### src/rtl/memory_pkg.sv
// Shared types and helpers for the byte-enable SRAM block.
package memory_pkg;

  localparam int unsigned BYTE_W = 8;

  typedef enum logic {
    INIT = 1'b0,
    IDLE = 1'b1
  } state_e;

  // Number of byte lanes in a word of the given width.
  function automatic int unsigned be_width(input int unsigned width);
    return width / BYTE_W;
  endfunction

endpackage

### src/rtl/mem_be_array.sv
// Word storage with one byte-enabled write port and one registered read port.
module mem_be_array
  import memory_pkg::*;
#(
  parameter int unsigned DEPTH      = 16,
  parameter int unsigned WIDTH      = 32,
  parameter int unsigned BE_WIDTH   = be_width(WIDTH),
  parameter int unsigned ADDR_WIDTH = $clog2(DEPTH)
) (
  input  logic                  clk_i,
  input  logic                  clr_ni,
  input  logic                  we_i,
  input  logic [ADDR_WIDTH-1:0] waddr_i,
  input  logic [WIDTH-1:0]      wdata_i,
  input  logic [BE_WIDTH-1:0]   wbe_i,
  input  logic                  re_i,
  input  logic [ADDR_WIDTH-1:0] raddr_i,
  input  logic                  rzero_i,
  output logic [WIDTH-1:0]      rdata_o
);

  logic [WIDTH-1:0] mem_q [DEPTH];

  always_ff @(posedge clk_i) begin : write_port
    if (we_i) begin
      for (int b = 0; b < BE_WIDTH; b++) begin
        if (wbe_i[b]) begin
          mem_q[waddr_i][b*BYTE_W +: BYTE_W] <= wdata_i[b*BYTE_W +: BYTE_W];
        end
      end
    end
  end

  // Read data only moves on a read strobe, so it holds while a response stalls.
  always_ff @(posedge clk_i or negedge clr_ni) begin : read_port
    if (!clr_ni) begin
      rdata_o <= '0;
    end else if (re_i) begin
      rdata_o <= rzero_i ? '0 : mem_q[raddr_i];
    end
  end

endmodule

### src/rtl/memory_sram_be.sv
// Single-port SRAM with byte enables, backpressured read response and init sweep.
module memory_sram_be
  import memory_pkg::*;
#(
  parameter int unsigned     DEPTH      = 16,
  parameter int unsigned     WIDTH      = 32,
  parameter int unsigned     BE_WIDTH   = be_width(WIDTH),
  parameter int unsigned     ADDR_WIDTH = $clog2(DEPTH),
  parameter logic [WIDTH-1:0] INIT_VALUE = '0
) (
  input  logic                  clk_i,
  input  logic                  clr_ni,
  input  logic                  valid_i,
  output logic                  ready_o,
  input  logic                  wr_rd_en_i,
  input  logic [ADDR_WIDTH-1:0] addr_i,
  input  logic [WIDTH-1:0]      wdata_i,
  input  logic [BE_WIDTH-1:0]   be_i,
  output logic [WIDTH-1:0]      rdata_o,
  output logic                  rvalid_o,
  input  logic                  rready_i,
  input  logic                  init_req_i,
  output logic                  busy_o,
  output logic                  err_o
);

  localparam logic [ADDR_WIDTH-1:0] LAST_ADDR = ADDR_WIDTH'(DEPTH - 1);
  localparam logic [ADDR_WIDTH:0]   DEPTH_EXT = (ADDR_WIDTH + 1)'(DEPTH);

  state_e                state_q;
  logic [ADDR_WIDTH-1:0] cnt_q;
  logic                  accept;
  logic                  in_range;
  logic                  sweeping;

  logic                  arr_we;
  logic [ADDR_WIDTH-1:0] arr_waddr;
  logic [WIDTH-1:0]      arr_wdata;
  logic [BE_WIDTH-1:0]   arr_wbe;

  assign sweeping = (state_q == INIT);
  assign busy_o   = sweeping;
  assign ready_o  = (state_q == IDLE) && !init_req_i && !(rvalid_o && !rready_i);
  assign accept   = valid_i && ready_o;
  assign in_range = {1'b0, addr_i} < DEPTH_EXT;

  // The sweep owns the write port; requests cannot be accepted meanwhile.
  assign arr_we    = sweeping || (accept && wr_rd_en_i && in_range);
  assign arr_waddr = sweeping ? cnt_q      : addr_i;
  assign arr_wdata = sweeping ? INIT_VALUE : wdata_i;
  assign arr_wbe   = sweeping ? '1         : be_i;

  always_ff @(posedge clk_i or negedge clr_ni) begin : fsm
    if (!clr_ni) begin
      state_q <= INIT;
      cnt_q   <= '0;
    end else begin
      unique case (state_q)
        INIT: begin
          if (cnt_q == LAST_ADDR) begin
            state_q <= IDLE;
            cnt_q   <= '0;
          end else begin
            cnt_q <= cnt_q + ADDR_WIDTH'(1);
          end
        end
        IDLE: begin
          if (init_req_i) begin
            state_q <= INIT;
            cnt_q   <= '0;
          end
        end
        default: begin
          state_q <= INIT;
          cnt_q   <= '0;
        end
      endcase
    end
  end

  // A new read may be accepted in the same cycle the old response is consumed.
  always_ff @(posedge clk_i or negedge clr_ni) begin : response
    if (!clr_ni) begin
      rvalid_o <= 1'b0;
      err_o    <= 1'b0;
    end else begin
      if (accept && !wr_rd_en_i) begin
        rvalid_o <= 1'b1;
      end else if (rready_i) begin
        rvalid_o <= 1'b0;
      end
      err_o <= accept && !in_range;
    end
  end

  mem_be_array #(
    .DEPTH      (DEPTH),
    .WIDTH      (WIDTH),
    .BE_WIDTH   (BE_WIDTH),
    .ADDR_WIDTH (ADDR_WIDTH)
  ) u_array (
    .clk_i   (clk_i),
    .clr_ni  (clr_ni),
    .we_i    (arr_we),
    .waddr_i (arr_waddr),
    .wdata_i (arr_wdata),
    .wbe_i   (arr_wbe),
    .re_i    (accept && !wr_rd_en_i),
    .raddr_i (addr_i),
    .rzero_i (!in_range),
    .rdata_o (rdata_o)
  );

endmodule

### config.mk
export PLATFORM = sky130hd
export DESIGN_NAME = memory_sram_be
export DESIGN_NICKNAME = d
export VERILOG_FILES = /design/src/rtl/memory_pkg.sv /design/src/rtl/mem_be_array.sv /design/src/rtl/memory_sram_be.sv
export SDC_FILE = /design/constraint.sdc
export NUM_CORES = 1
export LEC_CHECK = 0
export BUFFER_PORTS_ARGS = -buffer_cell sky130_fd_sc_hd__buf_2
export CORE_AREA = 2 2 201 203
export CTS_CLUSTER_DIAMETER = 100
export DETAILED_ROUTE_END_ITERATION = 7
export DIE_AREA = 0 0 203 205
export PLACE_DENSITY = 0.76
export SLEW_MARGIN = 30
export SYNTH_ARGS = -nofsm -noshare
export SYNTH_HDL_FRONTEND = slang
export SYNTH_SLANG_ARGS = --single-unit
### constraint.sdc
create_clock -name clk_i -period 2.62 [get_ports clk_i]
set_input_delay 0.786 -clock clk_i [delete_from_list [all_inputs] [get_ports clk_i]]
set_output_delay 0.786 -clock clk_i [all_outputs]
set_load 0.01 [all_outputs]
# Word-level counts from Yosys, hierarchy flattened
# Memories as Yosys holds them, arrays and structs flattened. A register that Yosys moved wholly into a read port is not among the register bits.
# Index checks and enable logic that the tools add are counted.
[totals]
register_bits = 6
latchBits = 0
ramBits = 512
romBits = 0
output_inout_bits = 36
word_cells = 44
memories = 1
[op_classes]
n_addsub = 1
multipliers = 0
div_mod_pow = 0
order_cmp = 0
eq_ne = 2
shifts = 0
n_mux = 23
bitwise = 1
reduce_logical = 13
[mem_list]
columns = ["name", "words", "word_bits", "read_ports", "rd_ports_with_merged_regs", "write_ports", "line", "rtl"]
rows = [
  ["u_array.mem_q", 16, 32, 1, 1, 1, "mem_be_array.sv:22", "logic [WIDTH-1:0] mem_q [DEPTH];"],
]
[ops]
columns = ["operator", "n"]
rows = [
  ["32-bit two-way mux", 1],
  ["1-bit two-way mux", 16],
  ["4-bit two-way mux", 4],
  ["4-bit case mux with 2 select lines", 1],
  ["1-bit logical AND", 6],
  ["1-bit zero test", 5],
  ["4-bit by 1-bit adder with 4-bit output (second input constant)", 1],
  ["4-bit equality test (second input constant)", 1],
  ["2-bit != test (second input constant)", 1],
  ["1-bit case mux with 2 select lines", 1],
  ["2-bit nonzero test", 1],
  ["1-bit logical OR", 1],
  ["1-bit inverter", 1],
]

# Longest topological paths before layout
[logic_depth]
depth_word = 9
depth_mapped = 8
depth_no_buf = 5

# By module
# Synthesis repeated with hierarchy kept, for this count alone.
[unflattened]
hier_cells = 1338
hier_area_um2 = 22175.0
[modules_own_cells]
columns = ["module", "instances", "cells_per_inst", "area_per_inst_um2"]
rows = [
  ["mem_be_array", 1, 1255, 21564.4],
  ["memory_sram_be", 1, 83, 610.6],
]

# Worst setup path before layout
# OpenSTA, ideal clock, no wires.
[synth_path]
path_kind = "input to register"
startpoint = "input addr_i[2]"
endpoint = "memory u_array.mem_q[1][0] (enable)"
setup_time_ns = 0.370
arrival_time_ns = 2.310
path_slack_ns = -0.060
cell_stages = 7
cell_sequence = "buf_6 -> buf_12 -> buf_4 -> buf_2 -> o31ai_1 -> nand2_1 -> nor2_1"
[synth_via]
elab_chain_cells = 1
[synth_rtl]
columns = ["item", "line", "rtl"]
rows = [
  ["start, declared", "memory_sram_be.sv:16", "input logic [ADDR_WIDTH-1:0] addr_i,"],
  ["4-bit two-way mux", "memory_sram_be.sv:49", "assign arr_waddr = sweeping ? cnt_q : addr_i;"],
  ["end, declared", "mem_be_array.sv:22", ""],
]
# Every way passes these cells.

# Final worst setup path
[layout_path]
startpoint = "register state_q"
endpoint = "output ready_o"
[layout_via]
elab_chain_cells = 2
[layout_rtl]
columns = ["item", "line", "rtl"]
rows = [
  ["start, declared", "memory_sram_be.sv:30", "state_e state_q;"],
  ["start signal, assigned", "memory_sram_be.sv:55", "state_q <= INIT;"],
  ["start signal, assigned", "memory_sram_be.sv:61", "state_q <= IDLE;"],
  ["start signal, assigned", "memory_sram_be.sv:69", "state_q <= INIT;"],
  ["1-bit logical AND (2 in a row)", "memory_sram_be.sv:43", "assign ready_o = (state_q == IDLE) && !init_req_i && !(rvalid_o && !rready_i);"],
  ["end, declared", "memory_sram_be.sv:14", "output logic ready_o,"],
]
# Every way passes these cells.

==> qor.yml <==
htreeDepth: 2
worstSetupPathType: "flip-flop to primary output"
maxSlewViolCount: 0
wirelength_um: 45500
synth_edf_count: 512
die_y_um: 205
core-area_um2: 39400
drtAntennaViolNets: 0
dieWidth_um: 203
ys_ff_latch: 550
vdd_drop_max_mv: 0.534
globalplace.congestion: 0.842
drtIter0Drc: 1162
setup_viol: 0
grt-ovfl-total: 0
portBuffers: 80
worst_path_dominant_cell_family: "flip-flops"
grt_pass1_vias: 11100
synth_seq_area_share: 0.761
period_needed_ps: 2500
setup.reg_to_reg.worst_slack_ps: 140
worst_slew_pin_slew_ps: 710
synth.largest_area_cell: "edfxtp_1"
slew_headroom: 0.527
r2r-end: "u_array.mem_q[9][18]"
hold_path_class: "input pin to asynchronous set/reset pin"
first_pass_iters: 6
cts_setup_buffers: 0
yosys-top-cells-area: "edfxtp_1 72%, mux4_2 13%, dfrtp_1 4.4%"
netlist.area_leader.share: 0.716
drive_gt1_frac: 0.308
rsz0062_at_grt: "no"
fin_area_um2: 25000
hold_buffers: 0
path_max_fanout: 8
outcome: "finished, final reports clean"
pre_cts_ws_ps: 25.9
synthArstFlopShare: 0.0691
clock.fmax_ghz: 0.400
critPathSlowestCell: "dfrtp_2"
start_util: 0.545
cp-start-kind: "flip-flop"
hold_viol: 0
clkSinkCount: 550
placed_area_um2: 23400
yosysMostFrequentCell: "edfxtp_1"
clockBufferDepth: 3
timing.rr.start: "state_q"
clk_latency_ps: 570
p_leak_nw: 9.07
timing.setup.tns_ps: 0
grt_max_degree: 34
rows: 73
ys_top_cells_by_count: "512 x edfxtp_1, 128 x mux4_2, 67 x nor2_1, 38 x dfrtp_1, 35 x o22ai_1"
worst_slack_ps: 120
worst_hold_slack_ps: 267
cts_made_buffers: 51
synth_area_um2: 21500
nets: 1289
cts_tree: "done"
crit_required_ps: 1830
ys_warn_count: 0
ff2ff_path_depth: 5
fin_worst_skew_ps: 8.76
vias_per_cell: 5.93
critical_path.max_stage_delay_ps: 490
pin_count: 82
powerDensity_nw_per_um2: 960
grt_pass1_wl_um: 68500
period_share: 0.954
path_buf_inv: 2
wl_per_cell_um: 25.2
cts_resized: 0
antenna_found_initial: 1
clk_pin_slew_ps: 60
synthCells: 1061
cap_viol_max_count: 0
synth_nets: 1108
syn_area_per_cell_um2: 20.2
num_antenna_cells: 0
drc: 0
detailedPlacementHpwl_um: 28500
synth_ff_type: "edfxtp_1"
worstSetupEndpointType: "primary output"
worstPathArrival_ps: 1710
clockRootBuffer: "clkbuf_16"
via_count: 10700
die_area_um2: 41600
area_growth_pct: 16.4
ys_types: 41
cp_cell_sequence: "and2b_1 > buf_4 > and2_1 > buf_2"
grt_usage: 0.226
[flip-flops by register name, summed over array words and instances, names as in the netlist]
signal / flops
u_array.mem_q: 512
u_array.rdata_o: 32
cnt_q: 4
rvalid_o: 1
state_q: 1
[cells in the final DEF (no fill, tap or decap), types with 7 or more instances in the layout]
master	netlist	layout
clkinv_1	1	8
clkbuf_16	0	53
buf_12	2	28
buf_4	2	78
inv_1	34	34
edfxtp_1	512	512
nor2b_1	32	32
nor2_2	0	14
dfrtp_1	38	37
nor2_1	67	53
o22ai_1	35	35
mux2i_1	32	32
buf_2	33	78
and2_1	33	33
clkinv_2	0	7
clkbuf_1	18	20
nand2_1	24	24
a211o_1	32	32
mux4_2	128	128
[per-stage QoR]
step | power [mW] | instances | util
3_5_place_dp | 17.2 | 1714 | 0.595
5_1_grt | 24.9 | 1807 | 0.634
6_report | 24.0 | 1807 | 0.634
3_3_place_gp | 17.0 | 1714 | 0.595
4_1_cts | 24.1 | 1807 | 0.634
2_1_floorplan | 14.9 | 1061 | -
[final cells by class]
type,instances,area (µm²)
clock buffer,75,1430
clock inverter,18,136
fill,2606,14400
inverter,35,131
multi-input combinational,418,4730
sequential,550,16300
tap,525,657
timing repair buffer,186,1560
[power breakdown]
group	switching (mW)	internal [mW]	total, mW
registers	0.567	11.9	12.5
clock network	3.02	3.96	6.98
logic	2.67	1.87	4.53
total	6.25	17.7	24.0
[kinds of logic after synthesis]
family / Yosys count / synth area share
flip-flops: 550 / 0.761
XOR/XNOR: 1 / 0.000408
adder cells (fa/ha/maj): 1 / 0.000583
AND/OR/NAND/NOR: 172 / 0.0398
buffers and inverters: 93 / 0.0205
multiplexers: 160 / 0.149
AO/OA/AOI/OAI: 83 / 0.0286
other: 1 / 0.000175
[worst max path at each step]
stage	start	end	slack [ps]	cells after the start
floorplan	addr_i[2]	u_array.mem_q[1][0]	-60	7
global placement	addr_i[2]	u_array.rdata_o[8]	40	7
detailed placement	addr_i[2]	u_array.rdata_o[8]	30	7
CTS	state_q	ready_o	90	4
global route	state_q	u_array.mem_q[9][7]	30	5
finish	state_q	ready_o	120	4
[worst register-to-register path: cells and delay by family (launching register included)]
family	cells	cell delay [ps]
flip-flops	1	480
buffers and inverters	2	590
AND/OR/NAND/NOR	2	510
AO/OA/AOI/OAI	1	610
[routing by layer]
layer / vias up / track usage / routed length, µm
li1: 4624 / - / -
met1: 5614 / 0.308 / 18400
met2: 398 / 0.379 / 22900
met3: 87 / 0.0380 / 3070
met4: 0 / 0.0680 / 1180
met5: - / 0 / 0
Power figures use the tool's default switching activity.
